$ cat src/rtl/uart_frame_loader_if.sv
// Bundle of the UART line and register-file write/status signals of the frame loader.
// The loader uses the slave view; whoever owns the UART line and consumes the strobes uses the master view.
interface uart_frame_loader_if;
  logic       rx;
  logic [7:0] read_data;
  logic [5:0] idx;
  logic       update_reg;
  logic       pc_ready;
  logic       frame_err;
  logic       busy;

  modport slave (
    input  rx,
    output read_data, idx, update_reg, pc_ready, frame_err, busy
  );

  modport master (
    output rx,
    input  read_data, idx, update_reg, pc_ready, frame_err, busy
  );
endinterface

$ cat src/rtl/uart_frame_loader.sv
// 8N1 UART receiver plus framer: hunts for a sync byte, streams the payload into the register file,
// and checks the trailing mod-256 checksum before signalling pc_ready.
module uart_frame_loader #(
  parameter int         CLK_HZ       = 25_000_000,
  parameter int         BAUD         = 115_200,
  parameter int         FRAME_BYTES  = 55,
  parameter logic [7:0] SYNC_BYTE    = 8'hA5,
  parameter int         TIMEOUT_BITS = 32
) (
  input logic              clk,
  input logic              rst_n,
  uart_frame_loader_if.slave host
);

  localparam int CLKS_PER_BIT = CLK_HZ / BAUD;
  localparam int CNT_W        = (CLKS_PER_BIT > 1) ? $clog2(CLKS_PER_BIT) : 1;
  localparam int TIMEOUT_CLKS = TIMEOUT_BITS * CLKS_PER_BIT;
  localparam int TO_W         = $clog2(TIMEOUT_CLKS + 1);

  localparam logic [CNT_W-1:0] HALF_LAST = CNT_W'(CLKS_PER_BIT / 2 - 1);
  localparam logic [CNT_W-1:0] BIT_LAST  = CNT_W'(CLKS_PER_BIT - 1);
  localparam logic [CNT_W-1:0] CNT_ONE   = CNT_W'(1);
  localparam logic [TO_W-1:0]  TO_LAST   = TO_W'(TIMEOUT_CLKS - 1);
  localparam logic [TO_W-1:0]  TO_ONE    = TO_W'(1);
  localparam logic [5:0]       LAST_IDX  = 6'(FRAME_BYTES - 1);

  typedef enum logic [1:0] {BIT_IDLE, BIT_START, BIT_DATA, BIT_STOP} bitState_t;
  typedef enum logic [1:0] {FR_HUNT, FR_PAYLOAD, FR_CHECK} frState_t;

  logic rxMeta_q, rxSync_q, rxPrev_q;

  bitState_t        bitState_q, bitState_d;
  logic [CNT_W-1:0] clkCnt_q, clkCnt_d;
  logic [2:0]       bitIdx_q, bitIdx_d;
  logic [7:0]       shift_q, shift_d;
  logic             byteOk, byteBad;

  frState_t         frState_q, frState_d;
  logic [5:0]       cnt_q, cnt_d;
  logic [7:0]       sum_q, sum_d;
  logic [TO_W-1:0]  toCnt_q, toCnt_d;
  logic [7:0]       readData_q, readData_d;
  logic [5:0]       idx_q, idx_d;
  logic             updateReg_q, updateReg_d;
  logic             pcReady_q, pcReady_d;
  logic             frameErr_q, frameErr_d;
  logic             busy_q, busy_d;
  logic             timedOut;

  // The line idles high, so the synchronizer and edge history also reset high to avoid a phantom start bit.
  always_ff @(posedge clk or negedge rst_n) begin
    if (!rst_n) begin
      rxMeta_q <= 1'b1;
      rxSync_q <= 1'b1;
      rxPrev_q <= 1'b1;
    end else begin
      rxMeta_q <= host.rx;
      rxSync_q <= rxMeta_q;
      rxPrev_q <= rxSync_q;
    end
  end

  always_ff @(posedge clk or negedge rst_n) begin
    if (!rst_n) begin
      bitState_q <= BIT_IDLE;
      clkCnt_q   <= '0;
      bitIdx_q   <= '0;
      shift_q    <= '0;
    end else begin
      bitState_q <= bitState_d;
      clkCnt_q   <= clkCnt_d;
      bitIdx_q   <= bitIdx_d;
      shift_q    <= shift_d;
    end
  end

  // byteOk/byteBad are combinational on the stop-bit sample so the framer's registered strobes land one clock later.
  always_comb begin
    bitState_d = bitState_q;
    clkCnt_d   = clkCnt_q + CNT_ONE;
    bitIdx_d   = bitIdx_q;
    shift_d    = shift_q;
    byteOk     = 1'b0;
    byteBad    = 1'b0;
    case (bitState_q)
      BIT_IDLE: begin
        clkCnt_d = '0;
        if (rxPrev_q && !rxSync_q) bitState_d = BIT_START;
      end
      BIT_START: begin
        if (clkCnt_q == HALF_LAST) begin
          clkCnt_d   = '0;
          bitIdx_d   = '0;
          bitState_d = rxSync_q ? BIT_IDLE : BIT_DATA;
        end
      end
      BIT_DATA: begin
        if (clkCnt_q == BIT_LAST) begin
          clkCnt_d = '0;
          shift_d  = {rxSync_q, shift_q[7:1]};
          bitIdx_d = bitIdx_q + 3'd1;
          if (bitIdx_q == 3'd7) bitState_d = BIT_STOP;
        end
      end
      BIT_STOP: begin
        if (clkCnt_q == BIT_LAST) begin
          clkCnt_d   = '0;
          byteOk     = rxSync_q;
          byteBad    = !rxSync_q;
          bitState_d = BIT_IDLE;
        end
      end
      default: bitState_d = BIT_IDLE;
    endcase
  end

  always_ff @(posedge clk or negedge rst_n) begin
    if (!rst_n) begin
      frState_q   <= FR_HUNT;
      cnt_q       <= '0;
      sum_q       <= '0;
      toCnt_q     <= '0;
      readData_q  <= '0;
      idx_q       <= '0;
      updateReg_q <= 1'b0;
      pcReady_q   <= 1'b0;
      frameErr_q  <= 1'b0;
      busy_q      <= 1'b0;
    end else begin
      frState_q   <= frState_d;
      cnt_q       <= cnt_d;
      sum_q       <= sum_d;
      toCnt_q     <= toCnt_d;
      readData_q  <= readData_d;
      idx_q       <= idx_d;
      updateReg_q <= updateReg_d;
      pcReady_q   <= pcReady_d;
      frameErr_q  <= frameErr_d;
      busy_q      <= busy_d;
    end
  end

  assign timedOut = (toCnt_q == TO_LAST);

  // Inside a frame a received byte always wins over a coincident timeout; otherwise a bad stop bit or
  // an idle gap of TIMEOUT_CLKS since the last good byte aborts back to HUNT.
  always_comb begin
    frState_d   = frState_q;
    cnt_d       = cnt_q;
    sum_d       = sum_q;
    toCnt_d     = toCnt_q;
    readData_d  = readData_q;
    idx_d       = idx_q;
    updateReg_d = 1'b0;
    pcReady_d   = 1'b0;
    frameErr_d  = 1'b0;
    busy_d      = busy_q;
    case (frState_q)
      FR_HUNT: begin
        toCnt_d = '0;
        if (byteOk && shift_q == SYNC_BYTE) begin
          cnt_d     = '0;
          sum_d     = '0;
          busy_d    = 1'b1;
          frState_d = FR_PAYLOAD;
        end
      end
      FR_PAYLOAD: begin
        if (byteOk) begin
          updateReg_d = 1'b1;
          idx_d       = cnt_q;
          readData_d  = shift_q;
          sum_d       = sum_q + shift_q;
          cnt_d       = cnt_q + 6'd1;
          toCnt_d     = '0;
          if (cnt_q == LAST_IDX) frState_d = FR_CHECK;
        end
      end
      FR_CHECK: begin
        if (byteOk) begin
          pcReady_d  = (shift_q == sum_q);
          frameErr_d = (shift_q != sum_q);
          busy_d     = 1'b0;
          cnt_d      = '0;
          toCnt_d    = '0;
          frState_d  = FR_HUNT;
        end
      end
      default: frState_d = FR_HUNT;
    endcase
    if (frState_q != FR_HUNT && !byteOk) begin
      if (byteBad || timedOut) begin
        frameErr_d = 1'b1;
        busy_d     = 1'b0;
        cnt_d      = '0;
        toCnt_d    = '0;
        frState_d  = FR_HUNT;
      end else begin
        toCnt_d = toCnt_q + TO_ONE;
      end
    end
  end

  assign host.read_data  = readData_q;
  assign host.idx        = idx_q;
  assign host.update_reg = updateReg_q;
  assign host.pc_ready   = pcReady_q;
  assign host.frame_err  = frameErr_q;
  assign host.busy       = busy_q;

endmodule

$ cat src/flat_wrapper.sv
// flat-port wrapper written by rule: the top's interface ports become plain ports
module uart_frame_loader_flat 
#(
  parameter int         CLK_HZ       = 25_000_000,
  parameter int         BAUD         = 115_200,
  parameter int         FRAME_BYTES  = 55,
  parameter logic [7:0] SYNC_BYTE    = 8'hA5,
  parameter int         TIMEOUT_BITS = 32
)
  (clk, rst_n, host_rx, host_read_data, host_idx, host_update_reg, host_pc_ready, host_frame_err, host_busy);
  uart_frame_loader_if host_i ();
  input logic clk;
  input logic rst_n;
  input wire logic [$bits(host_i.rx)-1:0] host_rx;
  output wire logic [$bits(host_i.read_data)-1:0] host_read_data;
  output wire logic [$bits(host_i.idx)-1:0] host_idx;
  output wire logic [$bits(host_i.update_reg)-1:0] host_update_reg;
  output wire logic [$bits(host_i.pc_ready)-1:0] host_pc_ready;
  output wire logic [$bits(host_i.frame_err)-1:0] host_frame_err;
  output wire logic [$bits(host_i.busy)-1:0] host_busy;
  assign host_i.rx = host_rx;
  assign host_read_data = host_i.read_data;
  assign host_idx = host_i.idx;
  assign host_update_reg = host_i.update_reg;
  assign host_pc_ready = host_i.pc_ready;
  assign host_frame_err = host_i.frame_err;
  assign host_busy = host_i.busy;
  uart_frame_loader #(.CLK_HZ(CLK_HZ), .BAUD(BAUD), .FRAME_BYTES(FRAME_BYTES), .SYNC_BYTE(SYNC_BYTE), .TIMEOUT_BITS(TIMEOUT_BITS)) u_core (.clk(clk), .rst_n(rst_n), .host(host_i));
endmodule
$ cat config.mk
export PLATFORM = sky130hd
export DESIGN_NAME = uart_frame_loader_flat
export DESIGN_NICKNAME = d
export VERILOG_FILES = /design/src/rtl/uart_frame_loader_if.sv /design/src/rtl/uart_frame_loader.sv /design/src/flat_wrapper.sv
export SDC_FILE = /design/constraint.sdc
export NUM_CORES = 1
export LEC_CHECK = 0
export BUFFER_PORTS_ARGS = -buffer_cell sky130_fd_sc_hd__buf_4
export CAP_MARGIN = 25
export CORE_ASPECT_RATIO = 1.1
export CORE_MARGIN = 3
export CORE_UTILIZATION = 55
export CTS_CLUSTER_SIZE = 8
export DETAILED_ROUTE_END_ITERATION = 12
export PLACE_DENSITY = 0.78
export SYNTH_ARGS = -nofsm -noshare
export SYNTH_HDL_FRONTEND = slang
export SYNTH_SLANG_ARGS = --single-unit
$ cat constraint.sdc
create_clock -name clk -period 3.1 [get_ports clk]
set_input_delay 0.775 -clock clk [delete_from_list [all_inputs] [get_ports clk]]
set_output_delay 0.775 -clock clk [all_outputs]
set_load 0.05 [all_outputs]
---- Word-level counts from Yosys, hierarchy flattened ----
Index checks and enable logic that the tools add are counted.
word-level totals
  output and inout port bits .............. 18
  bits in registers ....................... 71
operators by class
  add/sub/neg operators ................... 5
  multiplexer cells ....................... 50
  eq/ne operators ......................... 21
  reductions and logical operators ........ 20
operators by type and width
  kind                   count
  $mux 13                3
  $mux 8                 4
  $mux 6                 5
  $pmux 13 s2            1
  $mux 2                 12
  $pmux 8 s3             1
  $pmux 6 s3             1
  $eq 8x8->1 const B     2
  $mux 1                 16
  $pmux 8 s2             1
  $ne 2x1->1 const B     7
  $add 13x1->13 const B  1
  $eq 13x13->1 const B   1
  $add 8x1->8 const B    1
  $add 8x8->8            1
  $eq 8x7->1 const B     1
  $eq 8x8->1             1
  $ne 8x8->1             1
  $pmux 2 s4             1
  $add 6x1->6 const B    1
  $eq 2x2->1 const B     3
  $eq 6x6->1 const B     1
  $mux 3                 2
  $pmux 2 s3             1
  other kinds (16)       27

---- Longest topological paths before layout ----
Gate-level depths: netlist of run 1.
  depth in word-level cells ............... 8
  depth in mapped cells ................... 10
  mapped depth without buffers ............ 10

---- Worst setup path after synthesis of run 1 ----
Ideal clock, no wire load.
  path kind ............................... register to register
  start point ............................. register u_core.clkCnt_q[0]
  end point ............................... register u_core.sum_q[2]
  data required time ...................... 2.975 ns
  arrival time ............................ 1.823 ns
  buffers on the path ..................... 0
  cell stages (with the launch flop) ...... 9
  setup slack ............................. 1.152 ns
  cells stage by stage .................... dfrtp_1 inv_1 ha_1 nand4b_4 nor3_4 inv_4 o21ai_4 nand2_4 mux2_4
on the way
  longest elaborated chain between the ends .. 6
  elaborated cells on any way between the ends .. 7
  those cells by class .................... 3 x eq/ne; 2 x mux; 2 x reduce/logical
RTL lines
  what                                 RTL line                  source
  from (decl)                          uart_frame_loader.sv:33   logic [CNT_W-1:0] clkCnt_q, clkCnt_d;
  from (signal assigned)               uart_frame_loader.sv:71   clkCnt_q <= clkCnt_d;
  $eq 8x8->1 *                         uart_frame_loader.sv:106  if (clkCnt_q == BIT_LAST) begin
  $mux 1 *                             uart_frame_loader.sv:106
  $mux 1 *                             uart_frame_loader.sv:85   case (bitState_q)
  $logic_and 1x1->1                    uart_frame_loader.sv:161  if (byteOk && shift_q == SYNC_BYTE) begin
  $ne 2x1->1 (no source line)          --
  $reduce_and 3->1 (no source line) *  --
  to (signal assigned)                 uart_frame_loader.sv:132  sum_q <= sum_d;
  to (decl)                            uart_frame_loader.sv:40   logic [7:0] sum_q, sum_d;
Every way passes the cells marked *; elsewhere a longest branch is shown, timed or not.
A chain may end at the register's enable or synchronous reset.

---- Worst setup path in the final report of run 1 ----
  start point ............................. register u_core.frState_q[0]
  end point ............................... register u_core.frState_q[1]
on the way
  longest elaborated chain between the ends .. 4
  elaborated cells on any way between the ends .. 8
  those cells by class .................... 2 x eq/ne; 3 x mux; 3 x reduce/logical
RTL lines
  what                                RTL line                  source
  from (decl)                         uart_frame_loader.sv:38   frState_t frState_q, frState_d;
  from (signal assigned)              uart_frame_loader.sv:130  frState_q <= frState_d;
  $eq 2x2->1 (tied with other cells)  uart_frame_loader.sv:158  case (frState_q)
  $pmux 2 s3                          uart_frame_loader.sv:158
  $mux 2                              uart_frame_loader.sv:192  if (byteBad || timedOut) begin
  $mux 2 *                            uart_frame_loader.sv:191  if (frState_q != FR_HUNT && !byteOk) begin
  net u_core.frState_d[1]             uart_frame_loader.sv:38
The timed path passes the listed nets; every way through them passes the cells marked *.

==> out/qor.csv, run 1 <==
metric,value,unit
CP Capture Type,flop,
GRT overflow,0,
Yosys reg bits,71,
gpl congestion,0.880,
dpl cell area,4140,um2
clock tree buffer depth,2,
Slew Limit Fails,0,
Post-synth EDFFs,0,
power consumption,1980,uW
worst slew pin tran,882,ps
Post-CTS Setup Bufs,0,
largest net degree at the start of global routing,72,
ys flop type,dfrtp_1,
drt pass-1 iters,4,
Die ar.,8220,um2
maximum VDD drop,0.000359,V
insertion delay to the later sink of the worst-skew pair,350,ps
"Seq/Total Area, Yosys",0.452,
min Tclk post-route,2240,ps
CTS root buf,clkbuf_8,
clk slew on worst S/H paths,80,ps
Vias/cell,6.03,
CTS buffer count,9,
io pins,21,
CTS tree,yes,
final-stage net count,417,
Setup Viol. Count Final,0,
core area,6750,um2
hold slack,361,ps
Initial Util,0.584,
syn_area_per_cell,10.7,um2
initial antenna violation count,0,
diode count,0,
unrepaired setup endpoints after global routing,no,
hold crit path type,flop to flop,
initial drt markers,209,
H-tree depth,3,
Pwr per Cell Area,458,nW/um2
CP arrival,2490,ps
synth unique cells,63,
Global Route Usage Sum,0.211,
synthesized instance count,369,
WP data required,3350,ps
share of cells above drive strength 1,0.208,
vias in the first global route,2840,
CP peak stage delay,520,ps
number of max-cap violations,0,
final cycle utilization of the critical path,0.723,
register name with the most flops,u_core.toCnt_q,
WL/cell,16.9,um
mapped cell area,3940,um2
CTS sink cnt,71,
Hold Fails Final Rpt,0,
outcome,"complete, no violations",
Syn-to-layout area delta,9.81,%
DP HPWL,5690,um
Die W,86.7,um
hold wc startpoint,u_core.rxMeta_q,
"slowest stage cell, crit path",a31oi_1,
Post-CTS Resized,0,
worst path cell trace,"inv_1, ha_1, inv_1, a31oi_1, o21ai_0, a211oi_1",
Sum Neg Setup Slack,0,ps
Synth area leaders,"dfrtp_1 43%, ha_1 7.3%, mux2_2 6.6%",
Crit path top cell by count,inv_1,
# port buffers,20,
"area leader, netlist",dfrtp_1,
YS warnings,0,
area share of the largest cell type after synthesis,0.432,
Vert. Die Dim,94.8,um
Worst slew margin,0.412,
final instance area,4330,um2
vias,2874,
CTS Hold Bufs,0,
maximum achievable frequency,446,MHz
critical path class,flop to flop,
FF-to-FF Start,u_core.frState_q[0],
clk_skew,13.5,ps
DRC viols,0,
Syn Nets,396,
worst-path maximum fanout,8,
Pleak,0.00212,uW
startpoint types,flop,
"Async S/R FF share, synth",1.00,
first-pass GRT wire length,13600,um
drt total wl,8080,um
max FFs per register,13,
crit path from,u_core.frState_q[0],
Final ANT Viol Nets,0,
Core Rows,31,
## stage by stage
step | utilization | instances | setup WS (ps)
floorplan | - | 369 | 1150
global placement | 0.613 | 461 | 1040
detailed placement | 0.613 | 461 | 921
CTS | 0.641 | 477 | 893
global route | 0.641 | 477 | 676
finish | 0.641 | 477 | 859
## cell usage in the layout, fill, tap and decap left out, types with 10 or more instances in the layout
master | netlist | routed
mux2_2 | 23 | 23
nand3_1 | 17 | 17
buf_4 | 2 | 21
dfrtp_1 | 68 | 68
o21ai_0 | 22 | 22
nor3_1 | 10 | 10
nand2_1 | 23 | 23
a21oi_1 | 20 | 20
inv_1 | 21 | 21
ha_1 | 23 | 23
nor2_1 | 23 | 23
## kinds of logic (layout without fill, tap and decap cells)
group | count (synthesis) | in the layout | share of synthesized area
simple gates | 112 | 112 | 0.169
compound gates | 89 | 89 | 0.158
flops | 71 | 71 | 0.452
buf+inv | 33 | 59 | 0.0368
mux | 28 | 28 | 0.0797
fa+ha+maj | 24 | 24 | 0.0781
xor+xnor | 12 | 12 | 0.0267
## synth_stat cells (3+ instances only)
library cell,n
xnor2_1,6
a41oi_1,5
dfrtp_1,68
dfstp_2,3
a31oi_1,3
nor3b_1,3
nor3_1,10
inv_1,21
nand2_1,23
a21oi_1,20
o21ai_0,22
a21bo_2,4
nand4_1,5
nand4bb_1,3
mux2_2,23
mux2i_1,4
clkbuf_1,5
a21o_1,7
a22o_1,7
ha_1,23
and3_1,5
nor2_1,23
nand3_1,17
or3_1,3
xor2_1,6
o31ai_1,3
a211oi_1,4
nor4_1,3
## final cells by class
type,count,area [um2]
multi-input cells,265,2010
fillers,573,2420
flip-flops and latches,71,1780
repair buffers,21,158
inverters,22,85.1
clock inverters,7,62.6
clock buffers,9,124
well taps,82,103
## worst paths after layout
kind                                        to  slack, ps  depth (start not counted)
setup / recovery           u_core.frState_q[1]        860                          6
hold / removal                 u_core.rxSync_q        360                          0
setup reg to reg           u_core.frState_q[1]        860                          6
hold reg to reg                u_core.rxSync_q        360                          0
max in group asynchronous   u_core.host.idx[0]       1980                          1
min in group asynchronous      u_core.sum_q[4]        540                          1
## worst max-delay path: cells and delay by family, from the launching register on
| family | cells | cell delay, ps |
|---|---|---|
| compound gates | 3 | 980 |
| flops | 1 | 440 |
| buf+inv | 2 | 300 |
| fa+ha+maj | 1 | 430 |
## per-layer routing
metal / GRT usage / wire, um
met2: 0.332 / 3870
met3: 0.0462 / 287
met1: 0.282 / 3740
met4: 0.0896 / 173
met5: 0 / 0
## power by group
group          total (uW)  switching [uW]  internal (uW)  leakage, uW
logic                 289             180            109      0.00105
clock network         703             396            307    0.0000927
registers             991            29.1            962     0.000977
total                1980             606           1380      0.00212
Note: power is estimated with default switching activity, not from simulation.
==> run 2, diff against run 1 <==
--- a/config.mk
+++ b/config.mk
@@ -5,6 +5,7 @@
 export SDC_FILE = /design/constraint.sdc
 export NUM_CORES = 1
 export LEC_CHECK = 0
+export ABC_AREA = 1
 export BUFFER_PORTS_ARGS = -buffer_cell sky130_fd_sc_hd__buf_4
 export CAP_MARGIN = 25
 export CORE_ASPECT_RATIO = 1.1
@@ -12,7 +13,7 @@
 export CORE_UTILIZATION = 55
 export CTS_CLUSTER_SIZE = 8
 export DETAILED_ROUTE_END_ITERATION = 12
-export PLACE_DENSITY = 0.78
+export PLACE_DENSITY = 0.81
 export SYNTH_ARGS = -nofsm -noshare
 export SYNTH_HDL_FRONTEND = slang
 export SYNTH_SLANG_ARGS = --single-unit
==> constraint.sdc (replaced) <==
create_clock -name clk -period 2.05 [get_ports clk]
set_input_delay 0.5125 -clock clk [delete_from_list [all_inputs] [get_ports clk]]
set_output_delay 0.5125 -clock clk [all_outputs]
set_load 0.05 [all_outputs]
==> run 2 against run 1 <==
Net effect:
- synthesized cell count rose by 30%
- critical path depth rose by 6
- fmax rose by 21%
- global-route usage rose by 0.13 points
- sequential share of layout area fell by 0.38 points
- count of clock-buffer cells in the layout did not move
- core utilization rose by 0.59 points
==> out/qor.csv, run 2 <==
metric,value,unit,change
CTS buffer count,9,,unchanged
Seq pwr share,0.526,,+0.026
"Async S/R FF share, synth",1.00,,unchanged
core area,6750,um2,unchanged
hold crit path type,input port to async pin,,
area share of the largest cell type after synthesis,0.436,,+0.00443
CP arrival,2160,ps,-330 ps
"commonest non-fill, non-tap cell in the layout",nand2_1,,
clock power share,0.354,,about the same
CTS sink cnt,71,,unchanged
H-tree depth,3,,unchanged
synthesized instance count,481,,+30%
outcome,"complete, no violations",,
Pwr per Cell Area,648,nW/um2,+41%
final-stage net count,540,,+29%
CTS Hold Bufs,0,,unchanged
first-pass GRT wire length,13600,um,-0.10%
startpoint types,flop,,
"count leader, synth",nand2_1,,
Global Route Usage Sum,0.213,,+0.00135
YS warnings,0,,unchanged
Pleak,0.00217,uW,+2.4%
min Tclk post-route,1860,ps,-385 ps
CTS tree,yes,,
Switching Fraction,0.295,,-0.00996
vias,3201,,+11%
maximum achievable frequency,539,MHz,+21%
Die ar.,8140,um2,-0.95%
Worst slew margin,0.693,,+0.281
reg-to-reg setup timing slack,190,ps,-670 ps
synth unique cells,37,,-41%
WL/cell,13.2,um,-22%
worst-path maximum fanout,26,,+18
Vias/cell,5.34,,-11%
Slew Limit Fails,0,,unchanged
CP Capture Type,flop,,
drt pass-1 iters,5,,+1
routed wl met3,400,um,+39%
clk_skew,9.78,ps,-3.68 ps
clock tree buffer depth,2,,unchanged
Vert. Die Dim,94.3,um,-0.48%
io pins,21,,unchanged
"commonest non-fill, non-tap cells in the layout","118 x nand2_1, 68 x dfrtp_1, 60 x inv_1, 45 x nor2_1, 40 x o21ai_0",,
Sum Neg Setup Slack,0,ps,unchanged
GRT overflow,0,,unchanged
Post-synth EDFFs,0,,unchanged
gpl congestion,0.874,,-0.65%
insertion delay to the later sink of the worst-skew pair,360,ps,about the same
ys flop type,dfrtp_1,,
dpl cell area,4170,um2,+0.60%
"area leader, netlist",dfrtp_1,,
Syn-to-layout area delta,12.0,%,
DRC viols,0,,unchanged
largest net degree at the start of global routing,38,,-47%
final cycle utilization of the critical path,0.906,,+0.183
syn_area_per_cell,8.11,um2,-24%
synth cell count leaders,"118 x nand2_1, 68 x dfrtp_1, 60 x inv_1",,
Syn Nets,508,,+28%
wire length on met2,3730,um,-3.8%
Final ANT Viol Nets,0,,unchanged
Logic pwr share,0.120,,-0.026
initial drt markers,182,,-13%
Yosys reg bits,71,,unchanged
"Seq/Total Area, Yosys",0.457,,+0.00464
final instance area,4370,um2,+0.93%
Fillers,584,,+1.9%
Initial Util,0.578,,-0.00593
Hold Fails Final Rpt,0,,unchanged
diode count,0,,unchanged
DR top layer,met4,,
Synth area leaders,"dfrtp_1 44%, nand2_1 11%, ha_1 7.4%",,
DP HPWL,5850,um,+2.9%
# port buffers,20,,unchanged
critical path class,flop to flop,,
vias in the first global route,2970,,+4.6%
Die W,86.3,um,-0.47%
power consumption,2830,uW,+43%
Cell Int Power,1990,uW,+45%
clk slew on worst S/H paths,80,ps,about the same
number of max-cap violations,0,,unchanged
register name with the most flops,u_core.toCnt_q,,
drt total wl,7950,um,-1.6%
mapped cell area,3900,um2,-1.0%
maximum VDD drop,0.000460,V,+28%
Core Rows,31,,unchanged
worst slew pin tran,460,ps,-421 ps
CTS root buf,clkbuf_8,,
WP data required,2350,ps,-1000 ps
Sw Pwr,835,uW,+38%
met1 wire length,3580,um,-4.4%
Setup Viol. Count Final,0,,unchanged
initial antenna violation count,0,,unchanged
max FFs per register,13,,unchanged
share of cells above drive strength 1,0.125,,-0.0821
[run 2: through the flow]
step / hold slack, ps / utilization / std cells / setup slack (ps)
floorplan: 217 / - / 481 / 261
global placement: 345 / 0.617 / 581 / 252
detailed placement: 347 / 0.617 / 581 / 135
CTS: 102 / 0.643 / 597 / 112
global route: 115 / 0.647 / 600 / -2.33
finish: 96.5 / 0.647 / 600 / 194
[run 2: what timing repair did]
action,CTS,global route
setup endpoints to repair,0,8
gates resized for setup,0,1
setup buffers,0,3
[run 2: worst paths after layout]
path	startpoint	end	cells past startpoint
min	rst_n	u_core.host.read_data[3]	1
min reg2reg	u_core.rxMeta_q	u_core.rxSync_q	0
max reg2reg	u_core.clkCnt_q[0]	u_core.sum_q[4]	12
max in group asynchronous	rst_n	u_core.rxMeta_q	2
max	u_core.clkCnt_q[0]	u_core.sum_q[4]	12
min in group clk	host_rx	u_core.rxMeta_q	1
[run 2: cell families (layout without fill, tap and decap cells)]
logic type / after synthesis / after routing / synth area share
compound gates: 76 / 76 / 0.107
xor+xnor: 14 / 14 / 0.0314
simple gates: 226 / 226 / 0.255
fa+ha+maj: 24 / 24 / 0.0789
buf+inv: 70 / 107 / 0.0709
flops: 71 / 71 / 0.457
[run 2: final cells by class]
type / instances / area, um2 / share of cell area
sequential: 71 / 1780 / 0.408
tap: 82 / 103 / 0.0235
multi-input combinational: 340 / 1850 / 0.423
clock buffer: 9 / 124 / 0.0284
inverter: 63 / 239 / 0.0547
timing repair buffer: 28 / 223 / 0.0510
clock inverter: 7 / 50.0 / 0.0115
[run 2: power groups by stage]
| stage | Clock (uW) | Combinational [uW] | Sequential (uW) |
|---|---|---|---|
| 6_report | 1000 | 339 | 1490 |
| 5_1_grt | 1090 | 396 | 1500 |
| 4_1_cts | 1020 | 343 | 1490 |
| 3_5_place_dp | 0 | 341 | 1520 |
| 3_3_place_gp | 0 | 330 | 1510 |
| 2_1_floorplan | 0 | 253 | 1510 |
[run 2: critical path, cell delays in order, from the launching register on]
cell	delay, ps
dfrtp_1	400
inv_1	80
ha_1	140
nand3_1	130
inv_2	120
nand3_4	150
nor2_8	190
inv_4	120
o21ai_2	100
nand2_4	140
inv_1	120
nand2_1	50
nand2_1	50
[run 2: per-layer routing]
metal,vias up,global-route usage
met5,-,0
met4,0,0.0987
met3,18,0.0500
met2,85,0.332
met1,1471,0.281
li1,1627,-
==> run 3, diff against run 2 <==
--- a/config.mk
+++ b/config.mk
@@ -14,6 +14,7 @@
 export CTS_CLUSTER_SIZE = 8
 export DETAILED_ROUTE_END_ITERATION = 12
 export PLACE_DENSITY = 0.81
+export RECOVER_POWER = 50
 export SYNTH_ARGS = -nofsm -noshare
 export SYNTH_HDL_FRONTEND = slang
 export SYNTH_SLANG_ARGS = --single-unit
==> run 3 against run 2 <==
Net effect:
- total power about the same
- core utilization down 0.54 points
- non-clock buffer count unchanged
- via count down 1.4%
- register-to-register slack worse by 30 ps
- global-route usage unchanged
- cell count unchanged
- clock skew about the same
- sequential share of layout area up 0.34 points
- die area unchanged
- setup slack worse by 27 ps
- critical path type unchanged
- critical endpoint unchanged
==> out/qor.csv, run 3 (synthesis gave the netlist of run 2 again) <==
metric,value,unit,change
Sum Neg Setup Slack,0,ps,unchanged
first-pass GRT wire length,13600,um,unchanged
worst-path maximum fanout,26,,unchanged
worst path cell trace,"nand2_1, inv_1, nand3_4, nor2_8, inv_4, o21ai_2, nand2_4, inv_1, nand2_1, nand2_1",,
io pins,21,,unchanged
Worst Slack Setup Final,167,ps,-26.6 ps
Pleak,0.00214,uW,-1.3%
routed wl met3,410,um,+2.5%
Final ANT Viol Nets,0,,unchanged
CP Capture Type,flop,,
final cycle utilization of the critical path,0.918,,+0.0130
Initial Util,0.578,,unchanged
clk slew on worst S/H paths,80,ps,about the same
hold crit path type,input port to async pin,,
vias in the first global route,2970,,unchanged
diode count,0,,unchanged
startpoint types,flop,,
worst slew pin tran,909,ps,+449 ps
Setup Viol. Count Final,0,,unchanged
clock tree buffer depth,2,,unchanged
Crit path top cell by count,nand2_1,,
Crit path depth,10,,-2
# port buffers,20,,unchanged
Die W,86.3,um,unchanged
"commonest non-fill, non-tap cells in the layout","118 x nand2_1, 68 x dfrtp_1, 60 x inv_1, 45 x nor2_1, 40 x o21ai_0",,
CP arrival,2180,ps,+20 ps
reg2reg path depth,10,,-2
core area,6750,um2,unchanged
gpl congestion,0.874,,unchanged
number of max-cap violations,0,,unchanged
Global Route Usage Sum,0.213,,unchanged
max FFs per register,13,,unchanged
vias,3155,,-1.4%
initial antenna violation count,0,,unchanged
DRC viols,0,,unchanged
met1 wire length,3560,um,-0.36%
Place WS,135,ps,unchanged
drt total wl,7950,um,about the same
Top Family by Delay on Critical Path,simple AND/OR/NAND/NOR gates,,
"slowest stage cell, crit path",dfstp_1,,
Vias/cell,5.26,,-1.4%
Worst slew margin,0.394,,-0.299
Die ar.,8140,um2,unchanged
critical path class,flop to flop,,
DP HPWL,5850,um,unchanged
wire length on met2,3730,um,about the same
maximum VDD drop,0.000460,V,about the same
Vert. Die Dim,94.3,um,unchanged
Core Rows,31,,unchanged
CTS tree,yes,,
WP data required,2350,ps,about the same
register name with the most flops,u_core.toCnt_q,,
Pwr per Cell Area,653,nW/um2,+0.80%
maximum achievable frequency,531,MHz,-1.4%
DR top layer,met4,,
drt pass-1 iters,4,,-1
CP peak stage delay,690,ps,+290 ps
largest net degree at the start of global routing,38,,unchanged
final-stage net count,540,,unchanged
CTS sink cnt,71,,unchanged
insertion delay to the later sink of the worst-skew pair,360,ps,about the same
GRT overflow,0,,unchanged
CP bufs+invs,3,,-1
Hold Fails Final Rpt,0,,unchanged
clk_skew,10.2,ps,+0.391 ps
Slew Limit Fails,0,,unchanged
"commonest non-fill, non-tap cell in the layout",nand2_1,,
Syn-to-layout area delta,11.0,%,
Fillers,588,,+0.68%
hold slack,247,ps,+150 ps
Layout Utilization,0.642,,-0.00538
H-tree depth,3,,unchanged
share of cells above drive strength 1,0.114,,-0.0116
CTS root buf,clkbuf_8,,
WL/cell,13.2,um,about the same
CTS buffer count,9,,unchanged
min Tclk post-route,1880,ps,+26.6 ps
outcome,"complete, no violations",,
initial drt markers,192,,+5.5%
[run 3: cell count changes in the layout (fill, tap and decap cells not counted), sizes merged]
cell    delta
buf        -8
clkbuf     +8
[run 3: final timing paths]
kind,startpoint,to,slack (ps)
worst max register to register,u_core.rxSync_q,u_core.sum_q[4],170
worst min-delay path,rst_n,u_core.host.read_data[3],250
min in group clk,host_rx,u_core.rxMeta_q,260
worst max-delay path,u_core.rxSync_q,u_core.sum_q[4],170
worst min register to register,u_core.rxMeta_q,u_core.rxSync_q,360
max in group asynchronous,rst_n,u_core.toCnt_q[11],410
[run 3: repair_timing]
action,CTS,global route
setup buffers,0,3
resized for setup,0,1
hold buffers,0,0
endpoints found under the setup margin,0,8
[run 3: through the flow]
stage | power (uW) | instances | cell area [um2]
after floorplan | 1760 | 481 | 3900
after global placement | 1840 | 581 | 4170
after detailed placement | 1860 | 581 | 4170
after CTS | 2850 | 597 | 4340
after global routing | 2970 | 600 | 4330
final | 2830 | 600 | 4330
[run 3: layout make-up]
class | instances | area (um2) | area share
multi-input combinational | 340 | 1850 | 0.427
inverter | 63 | 239 | 0.0552
tap | 82 | 103 | 0.0237
timing repair buffer | 28 | 186 | 0.0431
clock inverter | 7 | 50.0 | 0.0116
clock buffer | 9 | 124 | 0.0286
sequential | 71 | 1780 | 0.411
[run 3: power by group]
part | switching (uW) | internal [uW] | total, uW
clock network | 567 | 437 | 1000
registers | 41.2 | 1450 | 1490
logic | 230 | 104 | 334
[run 3: per-layer routing]
metal / GRT usage / vias to the layer above
li1: - / 1622
met1: 0.281 / 1441
met2: 0.332 / 74
met3: 0.0500 / 18
met4: 0.0987 / 0
met5: 0 / -
